**config.mk**
```make
export PLATFORM = sky130hd
export DESIGN_NAME = matrix_stream_bridge_flat
export DESIGN_NICKNAME = d
export VERILOG_FILES = /design/src/rtl/matrix_stream_bridge_pkg.sv /design/src/rtl/matrix_stream_bridge_if.sv /design/src/rtl/matrix_stream_bridge.sv /design/src/flat_wrapper.sv
export SDC_FILE = /design/constraint.sdc
export NUM_CORES = 1
export LEC_CHECK = 0
export BUFFER_PORTS_ARGS = -buffer_cell sky130_fd_sc_hd__buf_2
export CORE_AREA = 2 2 157 159
export CTS_BUF_LIST = sky130_fd_sc_hd__clkbuf_16
export DETAILED_ROUTE_END_ITERATION = 6
export DIE_AREA = 0 0 159 161
export GPL_TIMING_DRIVEN = 0
export PLACE_DENSITY_LB_ADDON = 0.08
export SKIP_LAST_GASP = 1
export SYNTH_ARGS = -nofsm -noshare
export SYNTH_HDL_FRONTEND = slang
export SYNTH_SLANG_ARGS = --single-unit
```
**constraint.sdc**
```tcl
create_clock -name clk -period 14.7 [get_ports clk]
set_clock_uncertainty 0.15 [all_clocks]
set_input_delay 1.47 -clock clk [delete_from_list [all_inputs] [get_ports clk]]
set_output_delay 1.47 -clock clk [all_outputs]
set_load 0.02 [all_outputs]
```
**src/rtl/matrix_stream_bridge_pkg.sv**
```systemverilog
// Shared defaults, element counts and FSM state encoding for the matrix stream bridge.
package mm_pkg;

    localparam int MATRIX_SIZE_DEF = 3;
    localparam int DATA_SIZE_DEF   = 8;
    localparam int ELEM_COUNT      = MATRIX_SIZE_DEF * MATRIX_SIZE_DEF;
    localparam int LOAD_COUNT      = 2 * ELEM_COUNT;

    typedef enum logic [2:0] {
        ST_LOAD,
        ST_START,
        ST_CAPTURE,
        ST_DRAIN,
        ST_RELEASE
    } state_t;

endpackage

```
**src/rtl/matrix_stream_bridge_if.sv**
```systemverilog
// Operand-in / result-out stream handshake bundle; slave is the bridge side.
interface matrix_stream_bridge_if
    import mm_pkg::*;
#(
    parameter int DATA_SIZE = DATA_SIZE_DEF
) ();

    logic [DATA_SIZE-1:0] s_data;
    logic                 s_valid;
    logic                 s_ready;
    logic [DATA_SIZE-1:0] m_data;
    logic                 m_valid;
    logic                 m_ready;
    logic                 m_last;

    modport slave (
        input  s_data, s_valid, m_ready,
        output s_ready, m_data, m_valid, m_last
    );

    modport master (
        output s_data, s_valid, m_ready,
        input  s_ready, m_data, m_valid, m_last
    );

endinterface

```
**src/rtl/matrix_stream_bridge.sv**
```systemverilog
// Streams A then B into operand stores, hands them to the multiply controller,
// then streams the captured product back out in row-major order.
module matrix_stream_bridge
    import mm_pkg::*;
#(
    parameter int MATRIX_SIZE = MATRIX_SIZE_DEF,
    parameter int DATA_SIZE   = DATA_SIZE_DEF
) (
    input  logic                 clk,
    input  logic                 reset,
    matrix_stream_bridge_if.slave bus,
    output logic                 mm_start,
    input  logic                 mm_done,
    output logic                 busy,
    output logic [DATA_SIZE-1:0] store_a [MATRIX_SIZE][MATRIX_SIZE],
    output logic [DATA_SIZE-1:0] store_b [MATRIX_SIZE][MATRIX_SIZE],
    input  logic [DATA_SIZE-1:0] result  [MATRIX_SIZE*MATRIX_SIZE]
);

    localparam int NN  = MATRIX_SIZE * MATRIX_SIZE;
    localparam int NN2 = 2 * NN;
    localparam int CW  = $clog2(NN2) + 1;
    localparam int JW  = $clog2(NN) + 1;

    state_t               state;
    logic [CW-1:0]        cnt;
    logic [JW-1:0]        j;
    logic [JW-1:0]        j_next;
    logic [DATA_SIZE-1:0] buffer [NN];

    assign j_next = j + 1'b1;

    always_ff @(posedge clk or posedge reset) begin
        if (reset) begin
            state       <= ST_LOAD;
            cnt         <= '0;
            j           <= '0;
            bus.s_ready <= 1'b0;
            bus.m_valid <= 1'b0;
            bus.m_last  <= 1'b0;
            bus.m_data  <= '0;
            mm_start    <= 1'b0;
            busy        <= 1'b0;
            for (int r = 0; r < MATRIX_SIZE; r++) begin
                for (int c = 0; c < MATRIX_SIZE; c++) begin
                    store_a[r][c] <= '0;
                    store_b[r][c] <= '0;
                end
            end
            for (int i = 0; i < NN; i++) begin
                buffer[i] <= '0;
            end
        end else begin
            case (state)
                ST_LOAD: begin
                    bus.s_ready <= 1'b1;
                    if (bus.s_valid && bus.s_ready) begin
                        // The first N*N transfers fill A, the next N*N fill B.
                        for (int r = 0; r < MATRIX_SIZE; r++) begin
                            for (int c = 0; c < MATRIX_SIZE; c++) begin
                                if (cnt == CW'(r * MATRIX_SIZE + c))
                                    store_a[r][c] <= bus.s_data;
                                if (cnt == CW'(NN + r * MATRIX_SIZE + c))
                                    store_b[r][c] <= bus.s_data;
                            end
                        end
                        if (cnt == CW'(NN2 - 1)) begin
                            cnt         <= '0;
                            bus.s_ready <= 1'b0;
                            mm_start    <= 1'b1;
                            busy        <= 1'b1;
                            state       <= ST_START;
                        end else begin
                            cnt <= cnt + 1'b1;
                        end
                    end
                end
                ST_START: begin
                    if (mm_done) begin
                        mm_start <= 1'b0;
                        state    <= ST_CAPTURE;
                    end
                end
                ST_CAPTURE: begin
                    for (int i = 0; i < NN; i++) begin
                        buffer[i] <= result[i];
                    end
                    // Present element 0 straight from the product bus; the buffer is loading this edge.
                    bus.m_data  <= result[0];
                    bus.m_valid <= 1'b1;
                    bus.m_last  <= (NN == 1);
                    j           <= '0;
                    state       <= ST_DRAIN;
                end
                ST_DRAIN: begin
                    if (bus.m_valid && bus.m_ready) begin
                        if (j == JW'(NN - 1)) begin
                            bus.m_valid <= 1'b0;
                            bus.m_last  <= 1'b0;
                            state       <= ST_RELEASE;
                        end else begin
                            j <= j_next;
                            for (int i = 0; i < NN; i++) begin
                                if (j_next == JW'(i))
                                    bus.m_data <= buffer[i];
                            end
                            bus.m_last <= (j_next == JW'(NN - 1));
                        end
                    end
                end
                ST_RELEASE: begin
                    if (!mm_done) begin
                        cnt         <= '0;
                        bus.s_ready <= 1'b1;
                        busy        <= 1'b0;
                        state       <= ST_LOAD;
                    end
                end
                default: begin
                    state <= ST_LOAD;
                end
            endcase
        end
    end

endmodule

```
**src/flat_wrapper.sv**
```systemverilog
// flat-port wrapper written by rule: the top's interface ports become plain ports
module matrix_stream_bridge_flat import mm_pkg::*;
#(
    parameter int MATRIX_SIZE = MATRIX_SIZE_DEF,
    parameter int DATA_SIZE   = DATA_SIZE_DEF
)
  (clk, reset, mm_start, mm_done, busy, store_a, store_b, result, bus_s_data, bus_s_valid, bus_m_ready, bus_s_ready, bus_m_data, bus_m_valid, bus_m_last);
  matrix_stream_bridge_if #(.DATA_SIZE(DATA_SIZE)) bus_i ();
  input  logic clk;
  input  logic reset;
  output logic mm_start;
  input  logic mm_done;
  output logic busy;
  output logic [DATA_SIZE-1:0] store_a[MATRIX_SIZE][MATRIX_SIZE];
  output logic [DATA_SIZE-1:0] store_b[MATRIX_SIZE][MATRIX_SIZE];
  input  logic [DATA_SIZE-1:0] result[MATRIX_SIZE*MATRIX_SIZE];
  input wire logic [$bits(bus_i.s_data)-1:0] bus_s_data;
  input wire logic [$bits(bus_i.s_valid)-1:0] bus_s_valid;
  input wire logic [$bits(bus_i.m_ready)-1:0] bus_m_ready;
  output wire logic [$bits(bus_i.s_ready)-1:0] bus_s_ready;
  output wire logic [$bits(bus_i.m_data)-1:0] bus_m_data;
  output wire logic [$bits(bus_i.m_valid)-1:0] bus_m_valid;
  output wire logic [$bits(bus_i.m_last)-1:0] bus_m_last;
  assign bus_i.s_data = bus_s_data;
  assign bus_i.s_valid = bus_s_valid;
  assign bus_i.m_ready = bus_m_ready;
  assign bus_s_ready = bus_i.s_ready;
  assign bus_m_data = bus_i.m_data;
  assign bus_m_valid = bus_i.m_valid;
  assign bus_m_last = bus_i.m_last;
  matrix_stream_bridge #(.MATRIX_SIZE(MATRIX_SIZE), .DATA_SIZE(DATA_SIZE)) u_core (.clk(clk), .reset(reset), .bus(bus_i), .mm_start(mm_start), .mm_done(mm_done), .busy(busy), .store_a(store_a), .store_b(store_b), .result(result));
endmodule
```
==> impl_metrics.py <==
metrics = {
    "floorplanning": {
        "initial_core_util": 0.4423,
        "core-area_um2": 23960,
        "rows": 57,
        "die_area_um2": 25600,
        "die_x_um": 159,
        "die_y_um": 161,
        "io_pins": 242,
    },
    "timing": {
        "finalCriticalPeriod_ns": 3.021,
        "setup_viol_count_final": 0,
        "slew-limit-headroom": 0.2121,
        "slew_viol_final": 0,
        "min_period_over_period": 0.2055,
        "setup_ws_ns": 11.68,
        "hold_viol": 0,
        "worst_pin_slew_ns": 1.165,
        "rsz0062_at_grt": "false",
        "finalSetupTns_ns": 0,
        "clock.fmax_mhz": 331.0,
    },
    "synthesis": {
        "yosys_warnings": 0,
        "yosys.area.top_type": "dfrtp_1",
        "synth-seq-area-share": 0.5738,
        "ys_types": 69,
        "synthArstFlopShare": 1.000,
        "synth_ff_type": "dfrtp_1",
        "synth_edf_count": 0,
        "netlist_top_cells_area": "dfrtp_1 (57%), mux2_2 (16%), nand2_1 (9.3%)",
        "synth_top_area_frac": 0.5738,
        "syn_area_um2": 10600,
        "yosys_register_bits": 243,
        "netlist_instances": 948,
        "avgSynthCellArea_um2": 11.18,
        "syn_nets": 1042,
    },
    "pwr": {
        "peakVddDrop_uv": 113.6,
        "clkPwrFrac": 0.259,
        "p_sw_mw": 0.8911,
        "p_int_mw": 1.498,
        "p_leak_nw": 7.069,
        "swShare": 0.3730,
        "combPwrFrac": 0.348,
        "p_per_area_nw_per_um2": 182.7,
        "seqPwrFrac": 0.393,
    },
    "place": {
        "dp_cells": 1515,
        "dp_slack_ns": 11.22,
        "dp_hpwl_um": 21970,
        "finalWeightedCongestion": 0.8711,
        "port_buffers": 241,
    },
    "setup_path": {
        "cp_max_fo": 10,
        "rrSetupSlack_ns": 11.68,
        "critPathKind": "reg -> reg",
        "start_kind": "flip-flop",
        "cp_data_required_time_ns": 14.97,
        "cp_cell_sequence": "clkbuf_1 > nor4b_1 > nand2_1 > mux2_2",
        "reg2reg_depth": 4,
        "arrival_ns": 3.29,
        "cp_slowest_cell": "nor4b_1",
        "r2r-end": "u_core.store_b[0]",
        "r2r-start": "u_core.cnt[2]",
        "max_stage_delay_ns": 1.03,
        "end_kind": "flip-flop",
    },
    "clock_network": {
        "clkSinkCount": 243,
        "cts_hold_buf": 0,
        "cts_tree": "built",
        "htreeDepth": 1,
        "cts_buffers": 27,
        "clockBufferDepth": 3,
        "clk_pin_slew_ns": 0.06,
        "root_buffer": "clkbuf_16",
        "cts_resized": 0,
        "clk_latency_ns": 0.55,
        "post_cts_buffers": 0,
    },
    "finish": {
        "syn2layout_area_growth_pct": 23.38,
        "final_nets": 1314,
        "instances_no_fill": 1564,
        "drive_gt1_frac": 0.3688,
    },
    "routing": {
        "routed_wl_um": 30090,
        "vias": 8087,
        "drtIter0Drc": 357,
        "dr.pass1.iters": 5,
        "viasPerCell": 5.171,
        "wire_per_inst_um": 19.24,
        "drc": 0,
        "antenna_left": 0,
    },
    "worst_hold_path": {
        "min_from": "u_core.buffer[67]",
        "whs_endpoint": "u_core.buffer[67]",
        "whs_path_depth": 2,
        "hp-class": "reg -> reg",
    },
    "run": {
        "maxCapViolCount": 0,
    },
    "grt": {
        "grt_max_degree": 91,
        "grt_antenna_before_repair": 2,
        "grt_use_total": 0.2333,
        "grt_pass1_vias": 8348,
        "grt_pass1_wl_um": 47040,
        "gr-total-overflow": 0,
    },
    "status": {
        "status": "finished clean",
    },
}
-- Yosys cell counts (all sizes together) (7+ instances only) --
library cell	number
nand3	10
dfrtp	243
nor2	26
buf	15
a31oi	7
a21oi	9
nor3	11
and2	7
ha	9
clkbuf	33
nand2	268
o21ai	48
mux2	147
inv	13
-- cells in the final DEF (no fill, tap or decap), types with 3 or more instances in the layout --
master     count
nand3_1       10
mux2i_1        5
a21oi_1        7
nor2_1        26
mux2_2       147
a221o_1        6
nand2_1      263
nor2b_1        4
nor3_1        10
o22ai_1        6
o21a_1         6
dfrtp_1      243
nand4_1        3
clkinv_2       3
clkbuf_16     27
and3_1         6
o211ai_1       3
a22o_1         3
clkbuf_1      33
nor4b_1        4
ha_1           9
a32oi_1        3
clkinv_1       7
a21o_1         5
inv_1         22
nor3b_1        3
nand2_2        4
and2_1         7
a31oi_1        6
a211oi_1       3
o21ai_0       45
buf_2        250
buf_6          4
-- critical path, delay by kind of cell (launching register included) --
kind,cells,cell delay (ns)
buffers and inverters,1,0.19
multiplexers,1,0.46
AND/OR/NAND/NOR,2,1.74
flip-flops,1,0.36
-- power groups by stage --
stage / sequential [mW] / combinational [mW] / clock (mW)
floorplan: 0.992 / 0.508 / 0
global placement: 0.947 / 0.817 / 0
detailed placement: 0.948 / 0.829 / 0
CTS: 0.939 / 0.832 / 0.632
global route: 0.958 / 0.916 / 0.657
finish: 0.939 / 0.831 / 0.619
-- metrics by stage --
step           cell area [um^2]  utilization  hold slack (ns)  power [mW]
6_report                  13080       0.5456           0.3249       2.389
5_1_grt                   13080       0.5456           0.3518       2.531
4_1_cts                   13070       0.5455           0.3242       2.403
3_5_place_dp              12270       0.5121           0.3113       1.777
3_3_place_gp              12210       0.5095           0.3054       1.764
2_1_floorplan             10600            -           0.2874       1.499
-- final cells by class --
class                      count  area (um^2)
multi-input combinational    643         4235
antenna                        1        2.502
inverter                      14        60.06
timing repair buffer         243         1261
buffer                        48        229.0
clock buffer                  27        675.6
clock inverter                21        125.1
fill                        2254        10890
tap                          324        405.4
sequential                   243         6081
-- per-layer routing --
layer  track usage  vias to the layer above  routed length [um]
met5             0                        -                  13
met4       0.06529                        2                 788
met3       0.06549                       54                2161
met2        0.3970                      225               14540
met1        0.2937                     4003               12590
li1              -                     3803                   -
-- logic make-up (layout without fill, tap and decap cells) --
kind of cell | count (synthesis) | count (layout) | share of synthesized area
buf+inv | 62 | 353 | 0.02656
mux | 152 | 152 | 0.1609
flops | 243 | 243 | 0.5738
compound gates | 121 | 121 | 0.08052
fa+ha+maj | 9 | 9 | 0.01063
xor+xnor | 3 | 3 | 0.002480
other cells | 0 | 1 | 0
simple gates | 358 | 358 | 0.1451
-- flip-flops by register name, indices dropped and copies added (netlist names) --
name / flops
u_core.store_a: 72
u_core.mm_start: 1
u_core.state: 3
u_core.busy: 1
u_core.bus.m_data: 8
u_core.buffer: 72
u_core.j: 5
u_core.store_b: 72
u_core.bus.m_valid: 1
u_core.bus.s_ready: 1
u_core.cnt: 6
u_core.bus.m_last: 1
-- how the worst max path moves through the flow --
stage / startpoint / to / slack, ns / depth (start not counted)
floorplan: reset / u_core.buffer[0] / 6.41 / 1
global placement: reset / u_core.store_a[51] / 3.42 / 2
detailed placement: bus_s_valid / u_core.store_b[19] / 11.22 / 7
CTS: u_core.cnt[3] / u_core.store_b[1] / 11.70 / 4
global route: u_core.cnt[3] / u_core.store_b[2] / 11.62 / 4
finish: u_core.cnt[2] / u_core.store_b[0] / 11.68 / 4
Note: power is estimated with default switching activity, not from simulation.
